File: src/rtl/fpu_ctrl_pkg.sv
// Shared definitions for the FPU issue controller: op encoding, flag bit
// positions, controller FSM states and default latencies.
package fpu_ctrl_pkg;

    // Operation codes carried on reqN_op / fpu_op
    typedef enum logic [2:0] {
        FOP_ADD  = 3'd0,
        FOP_SUB  = 3'd1,
        FOP_MUL  = 3'd2,
        FOP_DIV  = 3'd3,
        FOP_SQRT = 3'd4,
        FOP_CMP  = 3'd5,
        FOP_I2F  = 3'd6,
        FOP_F2I  = 3'd7
    } fpu_op_e;

    // Bit positions inside the 3-bit {NV, INF, QN} flag vectors
    localparam int unsigned FLAG_NV  = 2;
    localparam int unsigned FLAG_INF = 1;
    localparam int unsigned FLAG_QN  = 0;

    // Default datapath / classifier latencies
    localparam int LAT_DEFAULT     = 4;
    localparam int EXC_LAT_DEFAULT = 2;

    typedef enum logic [1:0] {
        ST_IDLE  = 2'd0,
        ST_RUN   = 2'd1,
        ST_DRAIN = 2'd2
    } issue_state_e;

    // Fold the raw classifier outputs into the {NV, INF, QN} flag vector
    function automatic logic [2:0] classify_flags(
        input logic inf,
        input logic ind,
        input logic qnan,
        input logic snan
    );
        logic [2:0] f;
        f           = '0;
        f[FLAG_NV]  = snan | ind;
        f[FLAG_INF] = inf;
        f[FLAG_QN]  = qnan;
        return f;
    endfunction

endpackage

File: src/rtl/fpu_rr_arb.sv
// Two-way round-robin arbiter. Grant is combinational; the pointer only
// moves when a grant is actually given.
module fpu_rr_arb
(
    input  logic       clk,
    input  logic       rst,
    input  logic       en,
    input  logic [1:0] req_valid,
    output logic [1:0] grant
);

    // 1 means requester 1 was granted most recently
    logic last_grant;

    // Grant selection: a lone requester always wins, contention alternates
    always_comb begin
        grant = '0;
        if (en) begin
            unique case (req_valid)
                2'b01:   grant = 2'b01;
                2'b10:   grant = 2'b10;
                2'b11:   grant = last_grant ? 2'b01 : 2'b10;
                default: grant = '0;
            endcase
        end
    end

    // Pointer register; reset value lets requester 0 win first
    always_ff @(posedge clk or posedge rst) begin
        if (rst) begin
            last_grant <= 1'b1;
        end else if (|grant) begin
            last_grant <= grant[1];
        end
    end

endmodule

File: src/rtl/fpu_issue_ctrl.sv
// Issue controller for a fixed-latency FPU shared by two requesters:
// round-robin issue, in-flight tracking, per-op flag staging, sticky
// flag accumulation and a drain handshake.
module fpu_issue_ctrl
    import fpu_ctrl_pkg::*;
#(
    parameter int LAT     = LAT_DEFAULT,
    parameter int EXC_LAT = EXC_LAT_DEFAULT
)
(
    input  logic        clk,
    input  logic        rst,

    input  logic        req0_valid,
    output logic        req0_ready,
    input  logic [31:0] req0_opa,
    input  logic [31:0] req0_opb,
    input  logic [2:0]  req0_op,

    input  logic        req1_valid,
    output logic        req1_ready,
    input  logic [31:0] req1_opa,
    input  logic [31:0] req1_opb,
    input  logic [2:0]  req1_op,

    output logic        fpu_valid,
    output logic [31:0] fpu_opa,
    output logic [31:0] fpu_opb,
    output logic [2:0]  fpu_op,
    input  logic [31:0] fpu_res,
    input  logic        exc_inf,
    input  logic        exc_ind,
    input  logic        exc_qnan,
    input  logic        exc_snan,

    output logic        resp0_valid,
    output logic [31:0] resp0_res,
    output logic [2:0]  resp0_flags,
    output logic        resp1_valid,
    output logic [31:0] resp1_res,
    output logic [2:0]  resp1_flags,

    output logic [2:0]  sticky0,
    input  logic        clr0,
    output logic [2:0]  sticky1,
    input  logic        clr1,

    input  logic        drain_req,
    output logic        drain_done,
    output logic        busy
);

    issue_state_e          state;
    issue_state_e          state_nxt;
    logic                  done_seen;

    logic                  arb_en;
    logic [1:0]            grant;
    logic                  issue;

    // Stage k of each pipe holds the op issued k cycles ago
    logic [LAT:1]          v_pipe;
    logic [LAT:1]          id_pipe;
    logic [LAT:1][2:0]     flag_pipe;

    logic                  pipe_empty;
    logic [2:0]            cap_flags;
    logic [2:0]            stage_flags;
    logic                  resp_v;
    logic                  resp_id;

    assign pipe_empty = ~|v_pipe;

    // Grants are withheld while draining, while a drain is being requested,
    // and while reset is held so every output is quiet during reset
    assign arb_en = !rst && !drain_req && (state != ST_DRAIN);

    fpu_rr_arb u_arb (
        .clk       (clk),
        .rst       (rst),
        .en        (arb_en),
        .req_valid ({req1_valid, req0_valid}),
        .grant     (grant)
    );

    assign req0_ready = grant[0];
    assign req1_ready = grant[1];
    assign issue      = |grant;

    // Issue port: pass the granted request through, zeros otherwise
    always_comb begin
        fpu_valid = issue;
        fpu_opa   = '0;
        fpu_opb   = '0;
        fpu_op    = '0;
        if (grant[0]) begin
            fpu_opa = req0_opa;
            fpu_opb = req0_opb;
            fpu_op  = req0_op;
        end else if (grant[1]) begin
            fpu_opa = req1_opa;
            fpu_opb = req1_opb;
            fpu_op  = req1_op;
        end
    end

    // Classifier flags only belong to an op if one is at the capture stage
    assign cap_flags = classify_flags(exc_inf, exc_ind, exc_qnan, exc_snan)
                       & {3{v_pipe[EXC_LAT]}};

    // When the classifier and datapath latencies coincide the live flags
    // are used directly at the response stage
    assign stage_flags = (EXC_LAT == LAT) ? cap_flags : flag_pipe[LAT];

    // In-flight valid/id shift pipe and flag staging pipe
    always_ff @(posedge clk or posedge rst) begin
        if (rst) begin
            v_pipe    <= '0;
            id_pipe   <= '0;
            flag_pipe <= '0;
        end else begin
            v_pipe       <= {v_pipe[LAT-1:1], issue};
            id_pipe      <= {id_pipe[LAT-1:1], grant[1]};
            flag_pipe[1] <= '0;
            for (int unsigned k = 1; k < unsigned'(LAT); k++) begin
                flag_pipe[k+1] <= (k == unsigned'(EXC_LAT)) ? cap_flags
                                                             : flag_pipe[k];
            end
        end
    end

    assign resp_v  = v_pipe[LAT];
    assign resp_id = id_pipe[LAT];

    // Response steering to the owning requester
    always_comb begin
        resp0_valid = resp_v && !resp_id;
        resp1_valid = resp_v &&  resp_id;
        resp0_res   = resp0_valid ? fpu_res     : '0;
        resp1_res   = resp1_valid ? fpu_res     : '0;
        resp0_flags = resp0_valid ? stage_flags : '0;
        resp1_flags = resp1_valid ? stage_flags : '0;
    end

    // Sticky flag accumulation; a coinciding clear keeps the new flags
    always_ff @(posedge clk or posedge rst) begin
        if (rst) begin
            sticky0 <= '0;
            sticky1 <= '0;
        end else begin
            sticky0 <= (clr0 ? 3'b000 : sticky0) | resp0_flags;
            sticky1 <= (clr1 ? 3'b000 : sticky1) | resp1_flags;
        end
    end

    // FSM state register plus the one-shot memory for drain_done
    always_ff @(posedge clk or posedge rst) begin
        if (rst) begin
            state     <= ST_IDLE;
            done_seen <= 1'b0;
        end else begin
            state     <= state_nxt;
            done_seen <= (state_nxt == ST_DRAIN) && (done_seen || drain_done);
        end
    end

    // FSM next-state and drain_done decode
    always_comb begin
        state_nxt  = state;
        drain_done = 1'b0;
        unique case (state)
            ST_IDLE: begin
                if (drain_req) begin
                    state_nxt = ST_DRAIN;
                end else if (issue) begin
                    state_nxt = ST_RUN;
                end
            end
            ST_RUN: begin
                if (drain_req) begin
                    state_nxt = ST_DRAIN;
                end else if (pipe_empty && !req0_valid && !req1_valid) begin
                    state_nxt = ST_IDLE;
                end
            end
            ST_DRAIN: begin
                // done_seen keeps the pulse single while drain_req stays high
                drain_done = pipe_empty && !done_seen;
                if (drain_done || done_seen) begin
                    state_nxt = drain_req ? ST_DRAIN : ST_IDLE;
                end
            end
            default: state_nxt = ST_IDLE;
        endcase
    end

    assign busy = !pipe_empty || (state != ST_IDLE);

endmodule

File: config.mk
export PLATFORM = sky130hd
export DESIGN_NAME = fpu_issue_ctrl
export DESIGN_NICKNAME = d
export VERILOG_FILES = /design/src/rtl/fpu_ctrl_pkg.sv /design/src/rtl/fpu_rr_arb.sv /design/src/rtl/fpu_issue_ctrl.sv
export SDC_FILE = /design/constraint.sdc
export NUM_CORES = 1
export LEC_CHECK = 0
export ABC_CLOCK_PERIOD_IN_PS = 6300
export BUFFER_PORTS_ARGS = -buffer_cell sky130_fd_sc_hd__buf_2
export CAP_MARGIN = 20
export CORE_AREA = 3 3 126 128
export DETAILED_ROUTE_END_ITERATION = 16
export DIE_AREA = 0 0 129 131
export PLACE_DENSITY = 0.54
export SYNTH_ARGS = -nofsm -noshare
export SYNTH_HDL_FRONTEND = slang
export SYNTH_HIERARCHICAL = 1
export SYNTH_SLANG_ARGS = --single-unit
File: constraint.sdc
create_clock -name clk -period 6.3 [get_ports clk]
set_input_delay 1.26 -clock clk [delete_from_list [all_inputs] [get_ports clk]]
set_output_delay 1.26 -clock clk [all_outputs]
set_load 0.01 [all_outputs]
==> flow_summary_export.csv <==
group,metric,value,unit
run_status,status,"finished clean",
layout,syn_to_final_growth,94.4,%
detailed_routing,avgViaCountPerCell,4.24,
layout,drive_above_1_share,64.5,%
die,num_io_pins,327,
setup_path,crit_path_top_delay_cell,"buf_4",
sta,finalSetupViolCount,0,
die,die_h,131,um
layout,n_fill_cell,1647,
setup_path,required,5.04,ns
cts,cts_max_path_buffers,2,
setup_path,cp-start-kind,"input pin",
die,die_w,129,um
global_route,grt_pass1_vias,2819,
setup_path,crit_path_frequent_cell,"buf_2",
logic_synthesis,synth_seq_cells,24,
cts,cts_num_sinks,24,
logic_synthesis,yosys_warnings,6,
setup_path,end_kind,"output port",
pwr,p_leak,0.00258,uW
sta,relSlewSlack,25.4,%
pwr,totalPowerFinal,510,uW
logic_synthesis,synth_nets,403,
cts,post_cts_buffers,0,
cts,clkTransAtPathRegs,0.06,ns
layout,multiInputGateArea,0.00128,mm2
layout,layout.nets,710,
global_route,grt_max_degree,71,
setup_path,cp_max_fo,67,
global_route,gr-total-overflow,0,
min_path,hp-class,"reg -> reg",
logic_synthesis,syn_inst,226,
die,start_util,13.4,%
placed_design,dp_cells,716,
flow_run,drv_cap,0,
cts,htreeDepth,1,
sta,tightest_slew,1.11,ns
global_route,grt_use_total,11.8,%
pwr,max-vdd-ir-drop,0.120,mV
layout,n_antenna_cell,0,
logic_synthesis,ys_seq_area_share,30.1,%
global_route,grt_first_pass_wirelength,15.6,mm
logic_synthesis,syn_area,0.00200,mm2
sta,report.final.slew_viol_count,0,
cts,ctsResizeCount,0,
cts,cts_buffers,3,
detailed_routing,vias,3053,
detailed_routing,ant_nets,0,
setup_path,path_class,"in -> out",
die,fp-row-count,45,
cts,hold_buffers,0,
logic_synthesis,yosys.cell_types.count,27,
sta,hold_violations,0,
placed_design,hpwl,9.73,mm
cts,cts_tree,"done",
sta,setup_tns,0,ns
layout,post-route-util,26.0,%
global_route,antenna_found_initial,0,
sta,fin_skew,0.00135,ns
detailed_routing,drtIter0Drc,127,
cts,clock-root-buffer,"clkbuf_16",
placed_design,gp_congestion,0.758,
logic_synthesis,syn_area_per_cell,8.86,um2
pwr,powerDensity,131,mW/mm2
placed_design,port_buffers,326,
die,dieArea,0.0169,mm2
sta,fin_crit_sh,72.9,%
setup_path,arrival,3.33,ns
detailed_routing,firstDrtPassIters,4,
die,core_area,0.0150,mm2
sta,max_freq,218,MHz
sta,min_period,4.59,ns
detailed_routing,drc,0,
setup_path,path_cells,"buf_2 > a211oi_1 > nand2_1 > a21oi_1 > nor2b_4 > buf_4 > a22o_1 > buf_2",
detailed_routing,routed_wl,11.6,mm
sta,rsz0062_at_grt,"no",
detailed_routing,wire_per_inst,16.2,um
cts,worstSkewPairLatency,0.25,ns
layout,final-instance-count-excl-fill,720,
layout,seqCellArea,602,um2
setup_path,cpPeakStageDelay,0.52,ns
## report_power, final
part	switching, uW	internal, uW	total, uW
clock	51.8	126	178
combinational	76.0	81.0	157
sequential	11.1	164	175
total	139	372	510
## through the flow
stage,setup slack [ns],hold slack [ns],instance area [um2]
after detailed placement,1.69,0.335,3790
final,1.71,0.348,3890
after global placement,1.71,0.334,3790
after CTS,1.68,0.349,3890
after global routing,1.43,0.357,3890
after floorplan,2.26,0.331,2000
## logic make-up after synthesis
family	synth area share [%]
AOI/OAI and AO/OA	34.8
buffers and inverters	7.00
DFF	30.1
and+or+nand+nor	28.1
## cell usage in the layout, fill, tap and decap left out, drive strengths merged
cell    instances
buf           328
a22o           71
and2           38
and3           36
dfrtp          23
inv             6
nand2           3
a21o            3
clkbuf          3
a21oi           3
or2             2
nor3b           2
a211oi          2
nor2b           2
nor4            1
nor3            1
or4             1
o21a            1
nor4b           1
and3b           1
a32o            1
or3             1
bufinv          1
dfstp           1
## worst max-delay path: cells and delay by family
family | cells | cell delay [ns]
buffers and inverters | 3 | 0.79
AO/OA/AOI/OAI | 3 | 0.89
AND/OR/NAND/NOR | 2 | 0.33
## cells in the mapped netlist
cell type  number  share of area (%)
dfrtp_1        23                 29
a21o_1          3                1.1
buf_2           7                1.7
dfstp_2         1                1.3
a21oi_1         2               0.50
and2_1         36                 11
inv_1           6                1.1
o21a_1          1               0.38
and3b_1         1               0.44
or3_1           1               0.31
a211oi_1        2               0.75
nor4_1          1               0.31
a32o_1          1               0.50
nor4b_1         1               0.44
and3_1         36                 11
nor2b_1         2               0.62
clkbuf_1       16                3.0
and2_2          2               0.75
nor3b_1         2               0.75
nor3_1          1               0.25
or2_2           2               0.62
or4_4           1               0.56
a22o_2          1               0.50
nand2_1         3               0.56
a21oi_2         1               0.44
buf_4           3                1.1
a22o_1         70                 31
## sequential cells by signal (all words and copies together), names as in the netlist
name / flops
id_pipe: 4
v_pipe: 4
flag_pipe: 3
stage_flags: 3
sticky0: 3
sticky1: 3
state: 2
done_seen: 1
u_arb/last_grant: 1
## layer usage
layer | wire [um] | track usage (%) | vias to the layer above
li1 | - | - | 1463
met1 | 4630 | 14.7 | 1383
met2 | 6010 | 22.0 | 203
met3 | 959 | 1.95 | 4
met4 | 31 | 1.30 | 0
met5 | 0 | 0 | -
## worst paths after layout
path | start | endpoint | slack (ns) | cells past startpoint
setup / recovery | drain_req | fpu_opb[3] | 1.71 | 8
hold / removal | id_pipe[2] | id_pipe[3] | 0.35 | 0
setup reg to reg | v_pipe[4] | sticky0[1] | 4.00 | 2
hold reg to reg | id_pipe[2] | id_pipe[3] | 0.35 | 0
max in group asynchronous | rst | stage_flags[1] | 4.58 | 2
min in group asynchronous | rst | u_arb/last_grant | 1.01 | 2
## cell type report
cell class,count,share of cell area [%]
clock buffers,3,1.93
clock inverters,1,0.771
inverters,6,0.579
multi-input cells,170,32.9
flip-flops and latches,24,15.5
well taps,188,6.04
repair buffers,328,42.3
Power figures use the tool's default switching activity.
